$ cat src/rtl/alt_vipitc121_timing_pkg.sv
// Shared widths, vertical region encoding and output bundle for the ITC timing generator.
// region_decode gives the vertical region a given line belongs to; it is used to seed the FSM on sclr.
package alt_vipitc121_timing_pkg;

    localparam int H_W = 14;
    localparam int V_W = 13;

    typedef enum logic [1:0] {
        V_ACTIVE = 2'd0,
        V_FRONT  = 2'd1,
        V_SYNC   = 2'd2,
        V_BACK   = 2'd3
    } v_region_t;

    // Active-high internal view of the outputs; polarity is applied only at the pins.
    typedef struct packed {
        logic sof;
        logic de;
        logic v_blank;
        logic h_blank;
        logic v_sync;
        logic h_sync;
    } timing_t;

    localparam timing_t TIMING_IDLE = '{sof: 1'b0, de: 1'b0, v_blank: 1'b1,
                                        h_blank: 1'b1, v_sync: 1'b0, h_sync: 1'b0};

    function automatic v_region_t region_decode(input logic [V_W-1:0] v,
                                                input logic [V_W-1:0] v_active,
                                                input logic [V_W-1:0] v_sync_start,
                                                input logic [V_W-1:0] v_sync_end);
        if ((v >= v_sync_start) && (v < v_sync_end))
            return V_SYNC;
        else if (v < v_active)
            return V_ACTIVE;
        else if ((v >= v_sync_end) && (v >= v_sync_start))
            return V_BACK;
        else
            return V_FRONT;
    endfunction

endpackage

$ cat src/rtl/alt_vipitc121_common_delay_line.sv
// Generic N-stage, W-bit register delay line (N=0 is a wire); latency N cycles.
// Free-running every clock, no backpressure; async reset loads RST_VAL into every stage.
module alt_vipitc121_common_delay_line #(
    parameter int             N       = 1,
    parameter int             W       = 1,
    parameter logic [W-1:0]   RST_VAL = '0
) (
    input  logic         clk,
    input  logic         rst,
    input  logic [W-1:0] d,
    output logic [W-1:0] q
);

    generate
        if (N == 0) begin : g_wire
            assign q = d;
        end else begin : g_regs
            logic [N-1:0][W-1:0] stg;

            always_ff @(posedge clk or posedge rst) begin
                if (rst) begin
                    stg <= {N{RST_VAL}};
                end else begin
                    stg[0] <= d;
                    for (int i = 1; i < N; i++)
                        stg[i] <= stg[i-1];
                end
            end

            assign q = stg[N-1];
        end
    endgenerate

endmodule

$ cat src/rtl/alt_vipitc121_common_timing_generator.sv
// Raster timing decoder: sync/blank/de/sof from frame-counter position; latency 1+SYNC_PIPELINE cycles.
// No backpressure: outputs update on enable cycles and hold otherwise; sclr forces inactive outputs.
module alt_vipitc121_common_timing_generator
    import alt_vipitc121_timing_pkg::*;
#(
    parameter int TOTALS_MINUS_ONE = 0,
    parameter int SYNC_PIPELINE    = 1
) (
    input  logic           clk,
    input  logic           rst,
    input  logic           sclr,
    input  logic           enable,
    input  logic           start_of_sample,
    input  logic           new_line,
    input  logic [H_W-1:0] h_count,
    input  logic [V_W-1:0] v_count,
    input  logic [V_W-1:0] v_reset,
    input  logic [H_W-1:0] h_active,
    input  logic [H_W-1:0] h_sync_start,
    input  logic [H_W-1:0] h_sync_end,
    input  logic [V_W-1:0] v_total,
    input  logic [V_W-1:0] v_active,
    input  logic [V_W-1:0] v_sync_start,
    input  logic [V_W-1:0] v_sync_end,
    input  logic           hs_pol,
    input  logic           vs_pol,
    output logic           h_sync,
    output logic           v_sync,
    output logic           h_blank,
    output logic           v_blank,
    output logic           de,
    output logic           sof
);

    logic [V_W-1:0] v_total_int;
    logic [V_W-1:0] next_v;
    v_region_t      state;
    v_region_t      state_nxt;
    timing_t        stage_d;
    timing_t        stage_q;
    timing_t        out_q;

    assign v_total_int = (TOTALS_MINUS_ONE != 0) ? v_total : v_total - V_W'(1);
    // Mirrors the frame counter wrap so the FSM steps in lockstep with it.
    assign next_v      = (v_count >= v_total_int) ? '0 : v_count + V_W'(1);

    always_ff @(posedge clk or posedge rst) begin
        if (rst)
            state <= V_ACTIVE;
        else if (sclr)
            state <= region_decode(v_reset, v_active, v_sync_start, v_sync_end);
        else
            state <= state_nxt;
    end

    always_comb begin
        state_nxt = state;
        if (enable && new_line) begin
            if (next_v == '0)
                state_nxt = V_ACTIVE;
            else if (next_v == v_sync_end)
                state_nxt = V_BACK;
            else if (next_v == v_sync_start)
                state_nxt = V_SYNC;
            else if (next_v == v_active)
                state_nxt = V_FRONT;
        end
    end

    always_comb begin
        stage_d         = TIMING_IDLE;
        stage_d.h_blank = (h_count >= h_active);
        stage_d.h_sync  = (h_count >= h_sync_start) && (h_count < h_sync_end);
        stage_d.v_blank = (state != V_ACTIVE);
        stage_d.v_sync  = (state == V_SYNC);
        stage_d.de      = !stage_d.h_blank && !stage_d.v_blank;
        stage_d.sof     = (h_count == '0) && (v_count == '0) && start_of_sample && enable;
    end

    always_ff @(posedge clk or posedge rst) begin
        if (rst)
            stage_q <= TIMING_IDLE;
        else if (sclr)
            stage_q <= TIMING_IDLE;
        else if (enable)
            stage_q <= stage_d;
        else
            stage_q.sof <= 1'b0;
    end

    alt_vipitc121_common_delay_line #(
        .N       (SYNC_PIPELINE),
        .W       ($bits(timing_t)),
        .RST_VAL (TIMING_IDLE)
    ) u_delay (
        .clk (clk),
        .rst (rst),
        .d   (stage_q),
        .q   (out_q)
    );

    // Registers carry active-high sync so reset values stay constant; polarity is static config.
    assign h_sync  = out_q.h_sync ^ ~hs_pol;
    assign v_sync  = out_q.v_sync ^ ~vs_pol;
    assign h_blank = out_q.h_blank;
    assign v_blank = out_q.v_blank;
    assign de      = out_q.de;
    assign sof     = out_q.sof;

endmodule

$ cat config.mk
export PLATFORM = sky130hd
export DESIGN_NAME = alt_vipitc121_common_timing_generator
export DESIGN_NICKNAME = d
export VERILOG_FILES = /design/src/rtl/alt_vipitc121_timing_pkg.sv /design/src/rtl/alt_vipitc121_common_delay_line.sv /design/src/rtl/alt_vipitc121_common_timing_generator.sv
export SDC_FILE = /design/constraint.sdc
export NUM_CORES = 1
export LEC_CHECK = 0
export BUFFER_PORTS_ARGS = -buffer_cell sky130_fd_sc_hd__buf_4
export CORE_MARGIN = 4
export CORE_UTILIZATION = 57
export DETAILED_ROUTE_END_ITERATION = 6
export PLACE_DENSITY_LB_ADDON = 0.12
export SLEW_MARGIN = 20
export SYNTH_ARGS = -nofsm -noshare
export SYNTH_HDL_FRONTEND = slang
export SYNTH_HIERARCHICAL = 1
export SYNTH_SLANG_ARGS = --single-unit
$ cat constraint.sdc
create_clock -name clk -period 2.3 [get_ports clk]
set_clock_uncertainty 0.1 [all_clocks]
set_input_delay 0.345 -clock clk [delete_from_list [all_inputs] [get_ports clk]]
set_output_delay 0.345 -clock clk [all_outputs]
set_load 0.03 [all_outputs]
---- Yosys cells after proc, flatten, opt, wreduce, memory -nomap -nowiden ----
Cells that the tools add are included.
cells by class
  add/subtract/negate cells ............... 2
  order comparisons ....................... 8
  equality and inequality tests ........... 4
  mux-type cells .......................... 13
  bitwise operators ....................... 4
  reductions and logical operators ........ 18
operators by type and width
  cell                                                count
  == test 13 bit                                      3
  greater-or-equal comparator 13 bit                  3
  greater-or-equal comparator 14 bit                  2
  logical NOT 13 bit                                  2
  < comparator 13 bit                                 2
  two-way mux 2 bit                                   9
  logical NOT 14 bit                                  1
  < comparator 14 bit                                 1
  adder 13 x 1 -> 13 bit, second input constant       1
  two-way mux 13 bit                                  1
  subtractor 13 x 1 -> 13 bit, second input constant  1
  logical AND 1 bit                                   8
  two-way mux 6 bit                                   1
  nonzero test 2 bit                                  3
  two-way mux 5 bit                                   1
  nonzero test 5 bit                                  1
  == test 2 bit, second input constant                1
  logical NOT 1 bit                                   2
  inverter 1 bit                                      2
  AND reduction 2 bit                                 1
  XOR 1 bit                                           2
  two-way mux 1 bit                                   1
word-level totals
  bits in registers ....................... 14
  bits of input ports ..................... 142
  output and inout bits ................... 6
  word-level logic and storage cells ...... 57

---- Logic depth before layout (Yosys ltp) ----
Gate-level depths: netlist of the first run.
  depth after elaboration ................. 10
  gate-level depth with buffers ........... 18
  gate-level depth less buffers ........... 17

---- Cells and area by module ----
The synthesis of the first run kept the hierarchy.
by module, submodules not included
  module                                 instances  cells each  area each (um2)  seq. area each (um2)
  alt_vipitc121_common_timing_generator  1          560         4,187.8          202.7
  alt_vipitc121_common_delay_line        1          7           156.4            152.6

---- Worst setup path after synthesis of the first run ----
Ideal clock, no wire load.
  path type ............................... input port to flip-flop
  start point ............................. in v_total[0]
  end point ............................... reg state[0]
  library setup time ...................... 0.125 ns
  arrival ................................. 3.643 ns
  data required time ...................... 2.075 ns
  slack ................................... -1.568 ns
  stages on the path ...................... 17
  buffers on the path ..................... 0
  path through ............................ inv_1 > ha_1 > nand2_1 > or3_1 > nor3_1 > xnor2_1 > ha_1 > nand2_1 > nor2_1 > a211oi_1 > nand3_1 > a21oi_2 > mux2_2 > o211ai_1 > o2bb2ai_1 > o31ai_2 > mux2_4
on the way
  cells in the longest elaborated chain, start to end .. 9
  elaborated cells between the ends (all ways) .. 14
  classes of those cells .................. add/sub: 1; order compare: 1; eq/ne: 3; mux: 6; reduce/logical: 3
ends and longest elaborated chain
  item                                    RTL line                                     RTL
  start: declaration                      alt_vipitc121_common_timing_generator.sv:21  input logic [V_W-1:0] v_total,
  subtractor 13 x 1 -> 13 bit (*)         alt_vipitc121_common_timing_generator.sv:43  assign v_total_int = (TOTALS_MINUS_ONE != 0) ? v_total : v_total - V_W'(1);
  greater-or-equal comparator 13 bit (*)  alt_vipitc121_common_timing_generator.sv:45  assign next_v = (v_count >= v_total_int) ? '0 : v_count + V_W'(1);
  two-way mux 13 bit (*)                  alt_vipitc121_common_timing_generator.sv:45
  == test 13 bit                          alt_vipitc121_common_timing_generator.sv:63  else if (next_v == v_sync_start)
  two-way mux 2 bit                       alt_vipitc121_common_timing_generator.sv:63
  two-way mux 2 bit                       alt_vipitc121_common_timing_generator.sv:61  else if (next_v == v_sync_end)
  two-way mux 2 bit                       alt_vipitc121_common_timing_generator.sv:59  if (next_v == '0)
  two-way mux 2 bit                       alt_vipitc121_common_timing_generator.sv:58  if (enable && new_line) begin
  two-way mux 2 bit                       alt_vipitc121_common_timing_generator.sv:50  else if (sclr)
  end signal: assignment                  alt_vipitc121_common_timing_generator.sv:51  state <= region_decode(v_reset, v_active, v_sync_start, v_sync_end);
  end signal: assignment                  alt_vipitc121_common_timing_generator.sv:53  state <= state_nxt;
  end: declaration                        alt_vipitc121_common_timing_generator.sv:37  v_region_t state;
Every way passes the cells marked *; elsewhere a longest branch is shown, timed or not. The select of a mux whose other input is x is not followed.
A chain may end at the register's enable or synchronous reset.

---- Worst setup path in the final report of the first run ----
Same ends and word-level chain as after synthesis.

==> run summary, run 1 <==
Vias = 5,910
initial antenna violation count = 0
Hold/Removal Path Class = input port to flip-flop
half-perimeter wire length after placement = 14,850 um
Rel. slew slack = 0.4274
DRC violations left = 2
Max Cap Viol = 0
asr flop ratio synth = 1.000
TritonCTS clock tree = done
Internal Power = 0.001113 W
Peak VDD IR = 0.1834 mV
EDFF count, synth = 0
routability cong. = 1.005
area of the multi-input gates = 3767 um^2
Pwr per Cell Area = 290.2 nW/um^2
cell taking the most area after synthesis = ha_1
failing checks = DRC, setup timing
Cell Area, Synth = 4344 um^2
antenna-violating nets left = 0
Synth cell types = 70
Yosys reg bits = 14
First DRT Iteration DRCs = 624
predominant post-synthesis flop cell = dfrtp_1
grt ovf = 0
Clock Power Share = 0.127
most common cell in the netlist = inv_1
area delta synth->final = 54.35%
CTS root buffer = clkbuf_8
Reg area = 355.3 um^2
CTS buffer count = 3
Syn Area/Cell = 7.662 um^2
# port buffers = 147
die area = 9082 um^2
DR vias/cell = 6.389
largest net degree at the start of global routing = 12
crit end category = flip-flop
Post-Syn Nets = 804
Yosys Warn Count = 6
final setup margin = -1.369 ns
status = finished with violations
kind of critical path = input port to flip-flop
drt total wl = 19,120 um
top-level I/O count = 148
drt pass-1 iters = 7
Comb pwr share = 0.721
global-route wire length before repair = 28,060 um
crit-path max cell delay = 0.36 ns
leakage = 3.487 nW
Seq/Total Area, Yosys = 0.08180
fin cells = 925
Synth top cells by count = inv_1 (99), ha_1 (95), nand2_1 (42)
highest clock rate = 0.2726 GHz
Die X = 95.30 um
CP max stage cell = or3_4
synth top area cells = ha_1 (27%), inv_1 (8.6%), xnor2_1 (7.5%)
Worst Path Required = 2.34 ns
post-layout net count = 1,064
period utilization = 1.595
Final Max Tran Viols = 0
Placed Cells = 911
clock-pin slew on the worst setup and hold paths = 0.06 ns
die height = 95.30 um
Routed wire per std cell = 20.67 um
layout cells sized above 1 = 0.3983
endpoints failing hold = 0
placeable core area = 7331 um^2
Initial Util = 0.5926
Worst-Skew Late Latency = 0.25 ns
Critical Path AT = 3.71 ns
# fillers = 307
crit-path cells = buf_12, inv_12, ha_4, nand2_2, or3_4, nor3_2, xnor2_1, ha_1, buf_4, a211oi_4, nand3_2, buf_6, buf_12, a211oi_4, o32ai_2, and4_1, o2bb2ai_2, o31ai_4, mux2_4
Cells after Synth = 567
RSZ-0062 raised after global routing = yes
Net Switching = 0.0008334 W
critical path launch point type = input port
crit path max fanout = 7
dpl ws = -1.841 ns
H-tree levels = 1
Tightest Pin Transition = 0.8511 ns
clk buf depth = 2
post-synth top area share = 0.2736
antenna diode count = 0
Rows = 31
clk sinks = 14
# setup viols final = 4
min Tclk post-route = 3.669 ns
register share of total power = 0.152
vias in the first global route = 5,922
gr usage total = 0.3953
switching share of power = 0.4283
critical path: cells and delay by family:
| kind | cells | cell delay, ns |
|---|---|---|
| AOI/OAI and AO/OA | 5 | 1.01 |
| and+or+nand+nor | 5 | 0.88 |
| buffers and inverters | 5 | 0.59 |
| adders and majority gates | 2 | 0.40 |
| muxes | 1 | 0.32 |
| xor gates and xnor gates | 1 | 0.14 |
what timing repair did:
item / CTS / global route
buffers inserted: 5 / 4
endpoints found under the hold margin: 10 / 0
hold buffers: 1 / 0
pin swaps: 5 / 9
resized for setup: 22 / 24
endpoints found under the setup margin: 3 / 5
path summary, 6_finish.rpt:
path | start | end | slack (ns) | cells past startpoint
min in group asynchronous | rst | u_delay/q[5] | 0.48 | 3
setup reg to reg | state[0] | stage_q[1] | 1.24 | 2
max in group asynchronous | rst | stage_q[2] | 1.30 | 3
hold reg to reg | stage_q[5] | u_delay/q[5] | 0.25 | 0
setup / recovery | v_total[0] | state[0] | -1.37 | 19
hold / removal | sclr | stage_q[1] | 0.22 | 2
cells in the final DEF (no fill, tap or decap), types with 5 or more instances in the layout:
cell      instances
nand2b_1          5
o211ai_1          9
a31oi_1           8
a21oi_2           5
o21ai_0          13
ha_1             93
dfrtp_1          10
xnor2_1          37
nor4_1           20
nor3_1            9
xor2_1            6
nor2_1           25
buf_4           256
a21o_1           14
nand4_1          14
o32ai_1           5
nor2b_1           7
nand2_1          39
a211oi_1         11
a21oi_1          21
nand3_1          10
inv_1            95
routing by layer:
metal / track usage / routed length [um] / vias up
li1: - / - / 2569
met1: 0.4360 / 6209 / 2640
met2: 0.6997 / 9193 / 523
met3: 0.07103 / 2204 / 178
met4: 0.2392 / 1512 / 0
met5: 0 / 0 / -
stage by stage:
| step | TNS, ns | hold WS, ns | power [W] | util | area (um^2) |
|---|---|---|---|---|---|
| 2_1_floorplan | -2.539 | 0.03451 | 0.0008996 | - | 4409 |
| 3_3_place_gp | -3.457 | 0.1728 | 0.001451 | 0.8705 | 6381 |
| 3_5_place_dp | -4.331 | 0.1870 | 0.001536 | 0.8705 | 6381 |
| 4_1_cts | -2.622 | 0.2063 | 0.001825 | 0.8978 | 6581 |
| 5_1_grt | -3.325 | 0.2192 | 0.002050 | 0.9147 | 6705 |
| 6_report | -2.810 | 0.2234 | 0.001946 | 0.9147 | 6705 |
cells by family (layout without fill, tap and decap cells):
| kind of cell | Yosys count | after routing | synth area share |
|---|---|---|---|
| compound gates | 133 | 133 | 0.2152 |
| xor+xnor | 49 | 49 | 0.1092 |
| fa+ha+maj | 95 | 95 | 0.2736 |
| buf+inv | 106 | 365 | 0.1014 |
| flops | 14 | 14 | 0.08180 |
| mux | 3 | 3 | 0.008351 |
| simple gates | 167 | 167 | 0.2105 |
power by group through the flow:
stage	registers, W	clock network, W	logic (W)
floorplan	0.000305	0	0.000594
global placement	0.000294	0	0.00116
detailed placement	0.000298	0	0.00124
CTS	0.000294	0.000244	0.00129
global route	0.000295	0.000256	0.00150
finish	0.000295	0.000247	0.00140
area by class of cell:
type | instances | share of cell area
clock buffers | 4 | 0.008210
flip-flops and latches | 14 | 0.05299
well taps | 99 | 0.01847
multi-input cells | 447 | 0.5619
repair buffers | 262 | 0.3004
inverters | 99 | 0.05803
state kept, by name (all words and copies together) (netlist names):
| signal | cells |
|---|---|
| u_delay/q | 6 |
| state | 2 |
| stage_q | 6 |
No activity file was read; power rests on OpenSTA's default activity.
==> run 2: changes to the inputs <==
- CORE_UTILIZATION: 57 -> 48
- clock period: 2.3 -> 3.19 ns (I/O delays scaled with it)
==> run summary, run 2 (same netlist as run 1, synthesis figures left out) <==
status = finished with violations
failing checks = setup timing
antenna-violating nets left = 0
Worst Path Required = 3.22 ns
kind of critical path = input port to flip-flop
Worst-Skew Late Latency = 0.24 ns
crit path max fanout = 6
Routed wire per std cell = 17.01 um
routability cong. = 0.8861
drt pass-1 iters = 4
Rel. slew slack = 0.5883
DRC violations left = 0
die height = 103.1 um
top-level I/O count = 148
critical path launch point type = input port
CP max stage cell = or3_4
leakage = 3.241 nW
clock-pin slew on the worst setup and hold paths = 0.05 ns
number of cells on the critical path = 21
leading cell type in the layout, fill and taps excluded = buf_4
Initial Util = 0.4957
clk sinks = 14
crit-path cells = buf_12, inv_12, ha_4, nand2_2, or3_4, nor3_4, xnor2_1, ha_1, nand2_2, nor2_2, a211oi_2, nand3_1, buf_6, buf_6, buf_4, a211oi_1, xnor2_1, nand3_1, o2bb2ai_2, o31ai_4, mux2_4
half-perimeter wire length after placement = 12,730 um
First DRT Iteration DRCs = 182
vias in the first global route = 4,840
drt total wl = 15,010 um
Rows = 34
Final Max Tran Viols = 0
Hold/Removal Path Class = input port to async pin
post-layout net count = 1,012
layout cells sized above 1 = 0.3592
CTS root buffer = clkbuf_8
crit-path max cell delay = 0.37 ns
# setup viols final = 2
period utilization = 1.171
H-tree levels = 1
endpoints failing hold = 0
Pwr per Cell Area = 196.3 nW/um^2
placeable core area = 8763 um^2
die area = 10,640 um^2
Vias = 5,014
largest net degree at the start of global routing = 12
FF-to-FF path depth = 2
antenna diode count = 0
CTS buffer count = 3
final setup margin = -0.5465 ns
Tightest Pin Transition = 0.6132 ns
initial antenna violation count = 0
# fillers = 721
DR vias/cell = 5.685
Max Cap Viol = 0
most frequent cells in the layout = buf_4 (204), inv_1 (96), ha_1 (94)
clk buf depth = 2
global-route wire length before repair = 23,170 um
Worst path top cell family by delay = simple AND/OR/NAND/NOR gates
total power = 0.001238 W
area delta synth->final = 45.19%
grt ovf = 0
gr usage total = 0.2736
Peak VDD IR = 0.1195 mV
Critical Path AT = 3.76 ns
Bufs and invs on worst path = 5
final core utilization = 0.7197
Die X = 103.1 um
TritonCTS clock tree = done
RSZ-0062 raised after global routing = yes
# port buffers = 147
highest clock rate = 0.2676 GHz
min Tclk post-route = 3.737 ns
crit end category = flip-flop
[run 2: changes by cell type in the layout (fill, tap and decap cells not counted), moves of 2 or more]
cell / change
buf_4: -52
nand3_2: -2
a211oi_4: -2
buf_12: -2
a211oi_2: +3
o21ai_0: +4
nand3_1: +2
a21oi_1: +2
o21ai_1: -3
a21oi_2: -2
buf_6: +3
[run 2: where the power goes]
group | switching [W] | total (W) | internal (W)
Sequential | 0.0000105 | 0.000210 | 0.000199
Clock | 0.0000570 | 0.000145 | 0.0000881
Combinational | 0.000447 | 0.000883 | 0.000436
Total | 0.000514 | 0.00124 | 0.000724
[run 2: repair_timing]
| action | 4_1_cts | 5_1_grt |
|---|---|---|
| endpoints found under the hold margin | 0 | 0 |
| buffers inserted | 7 | 0 |
| hold buffers | 0 | 0 |
| setup endpoints to repair | 2 | 2 |
| gates resized for setup | 35 | 10 |
| pin swaps | 13 | 2 |
[run 2: worst paths after layout]
kind                            start           end  slack [ns]
max                        v_total[0]      state[0]       -0.55
min                               rst  u_delay/q[5]        0.05
max reg2reg                  state[0]    stage_q[1]        2.28
min reg2reg                stage_q[5]  u_delay/q[5]        0.25
max in group asynchronous         rst    stage_q[3]        2.62
min in group clk           stage_q[5]  u_delay/q[5]        0.25
[run 2: area by class of cell]
class / count / area, um^2 / share of cell area
clock buffer: 4 / 45.04 / 0.007141
sequential: 14 / 355.3 / 0.05634
inverter: 99 / 389.1 / 0.06169
tap: 108 / 135.1 / 0.02142
multi-input combinational: 447 / 3775 / 0.5985
timing repair buffer: 210 / 1608 / 0.2549
[run 2: layer usage]
layer / global-route usage / share of wire / up-vias
met1: 0.3429 / 0.41 / 2348
met4: 0.07072 / 0.018 / 0
met5: 0 / 0 / -
met3: 0.03112 / 0.071 / 20
met2: 0.4948 / 0.50 / 174
li1: - / - / 2472
[run 2: worst reg2reg max path, delay by kind of cell (launching register included)]
kind             cells  cell delay (ns)
flip-flops           1             0.41
AND/OR/NAND/NOR      1             0.17
AO/OA/AOI/OAI        1             0.15
[run 2: per-stage QoR]
step	cell area, um^2	setup WS (ns)	hold WS, ns	instances	TNS [ns]
2_1_floorplan	4409	-0.5950	0.1680	567	-1.026
6_report	6307	-0.5465	0.05064	882	-1.039
5_1_grt	6307	-0.6818	0.06882	882	-1.318
3_5_place_dp	6000	-0.9778	0.2435	871	-1.921
4_1_cts	6252	-0.4879	0.05404	882	-0.9455
3_3_place_gp	6000	-0.8986	0.2366	871	-1.746
==> run 3: changes to the inputs <==
- CORE_UTILIZATION: 48 -> 47
- SYNTH_HIERARCHICAL: 1 -> not set
==> run summary, run 3 <==
initial antenna violation count = 0
DR vias/cell = 5.628
clk sinks = 14
Hold/Removal Path Class = input port to async pin
Syn Area/Cell = 7.565 um^2
Routed wire per std cell = 16.44 um
post-synth top area share = 0.2786
Peak VDD IR = 0.1575 mV
drt total wl = 14,330 um
EDFF count, synth = 0
clk buf depth = 2
leakage = 3.172 nW
global-route wire length before repair = 22,370 um
Placed Cells = 864
layout cells sized above 1 = 0.3154
# setup viols final = 2
Cell Area, Synth = 4267 um^2
die area = 10,670 um^2
Die X = 103.3 um
Post-Synth XOR/XNOR Area = 0.1003
area delta synth->final = 43.55%
routability cong. = 1.037
final setup margin = -0.7805 ns
crit end category = flip-flop
Critical Path AT = 4.00 ns
Worst Path Required = 3.22 ns
Cells after Synth = 564
Yosys Warn Count = 0
Vias = 4,908
Max Cap Viol = 0
Post-Synth Adder-Cell Area = 0.2786
cell taking the most area after synthesis = ha_1
predominant post-synthesis flop cell = dfrtp_1
largest net degree at the start of global routing = 15
critical path launch point type = input port
status = finished with violations
CTS root buffer = clkbuf_8
vias in the first global route = 4,778
final core utilization = 0.6989
fin cells = 872
leading cell type in the layout, fill and taps excluded = buf_4
post-layout net count = 1,002
failing checks = setup timing
Initial Util = 0.4869
highest clock rate = 0.2519 GHz
Synth cell types = 60
die height = 103.3 um
endpoints failing hold = 0
hold slack = 0.1594 ns
Seq/Total Area, Yosys = 0.08328
Worst-Skew Late Latency = 0.24 ns
min Tclk post-route = 3.971 ns
most common cell in the netlist = ha_1
placeable core area = 8763 um^2
crit path max fanout = 5
most frequent cells in the layout = buf_4 (204), ha_1 (94), inv_1 (90)
Synth Area in Compound Gates = 0.2273
Tightest Pin Transition = 0.6192 ns
# fillers = 748
kind of critical path = input port to flip-flop
half-perimeter wire length after placement = 12,580 um
Pwr per Cell Area = 186.9 nW/um^2
main combinational cell family by area after synthesis = adder cells
Final Max Tran Viols = 0
antenna diode count = 0
RSZ-0062 raised after global routing = yes
TNS Setup = -1.462 ns
Rel. slew slack = 0.5842
drt pass-1 iters = 4
Synth top cells by count = ha_1 (95), inv_1 (92), a21oi_1 (35)
top-level I/O count = 148
clock-pin slew on the worst setup and hold paths = 0.05 ns
Rows = 34
CTS buffer count = 3
First DRT Iteration DRCs = 202
Yosys reg bits = 14
hold_buf cts = 0
gr usage total = 0.2648
antenna-violating nets left = 0
H-tree levels = 1
# port buffers = 147
multiplexer share of the synthesized area = 0.004692
TritonCTS clock tree = done
period utilization = 1.245
DRC violations left = 0
post-synthesis simple-gate area fraction = 0.2111
asr flop ratio synth = 1.000
grt ovf = 0
Post-Syn Nets = 801
synth top area cells = ha_1 (28%), inv_1 (8.1%), dfrtp_1 (5.9%)
==> run 3: changes by cell type after synthesis, moves of 6 or more <==
cell      delta
inv_1        -7
or3_1        +6
nor3_1       +9
a21oi_1      +9
nand2_1     -15
a211oi_1     -9
buf_2        +8
xnor2_1     -11
==> run 3: logic make-up (layout without fill, tap and decap cells) <==
family / count (synthesis) / in the layout
AO/OA/AOI/OAI: 140 / 140
multiplexers: 2 / 2
XOR/XNOR: 41 / 41
AND/OR/NAND/NOR: 167 / 167
adder cells (fa/ha/maj): 95 / 95
buffers and inverters: 105 / 305
flip-flops: 14 / 14
==> run 3: worst paths after layout <==
check / startpoint / endpoint / slack (ns) / cells past startpoint
max: v_total[0] / state[0] / -0.78 / 17
min reg2reg: stage_q[5] / u_delay.q[5] / 0.25 / 0
max in group asynchronous: rst / stage_q[3] / 2.48 / 2
max reg2reg: stage_q[0] / stage_q[0] / 1.93 / 4
min in group clk: stage_q[5] / u_delay.q[5] / 0.25 / 0
min: rst / stage_q[0] / 0.16 / 2
==> run 3: metrics by stage <==
stage,setup WS [ns],instance area (um^2),power [W]
finish,-0.7805,6125,0.001145
global route,-0.9256,6125,0.001242
CTS,-0.7291,6092,0.001138
detailed placement,-1.195,5948,0.0009751
global placement,-1.077,5948,0.0009547
floorplan,-0.8309,4342,0.0006141
==> run 3: routing by layer <==
| metal | up-vias | global-route usage | wire length (um) |
|---|---|---|---|
| met1 | 2234 | 0.3429 | 6166 |
| met5 | - | 0 | 0 |
| met3 | 34 | 0.02549 | 866 |
| met2 | 178 | 0.4672 | 6954 |
| li1 | 2462 | - | - |
| met4 | 0 | 0.07470 | 347 |
==> run 3: timing repair <==
action,in CTS,in global routing
buffers inserted,1,3
pin swaps,10,5
resized for setup,22,3
setup endpoints to repair,2,2
==> run 3: critical path, cell delays in order <==
cell	delay (ns)
buf_8	0.11
inv_8	0.05
ha_4	0.13
nand2_2	0.05
or3_4	0.38
nor3_2	0.14
xnor2_1	0.09
ha_1	0.30
and4_4	0.23
nor4b_4	0.22
nand3_2	0.13
and2_4	0.21
a211o_1	0.25
a2111o_1	0.46
or3_1	0.32
o21ba_1	0.17
o32a_1	0.28
==> run 3: cell type report <==
cell class / count / area [um^2] / area share
clock buffer: 4 / 45.04 / 0.007354
tap: 108 / 135.1 / 0.02206
timing repair buffer: 209 / 1592 / 0.2599
inverter: 92 / 365.4 / 0.05965
sequential: 14 / 355.3 / 0.05802
multi-input combinational: 445 / 3632 / 0.5931
==> run 3: power by group <==
group,switching [W],internal [W],leakage (nW),total [W]
registers,0.00000833,0.000196,0.176,0.000204
logic,0.000391,0.000405,2.97,0.000796
clock network,0.0000557,0.0000881,0.0228,0.000144
total,0.000455,0.000689,3.17,0.00114
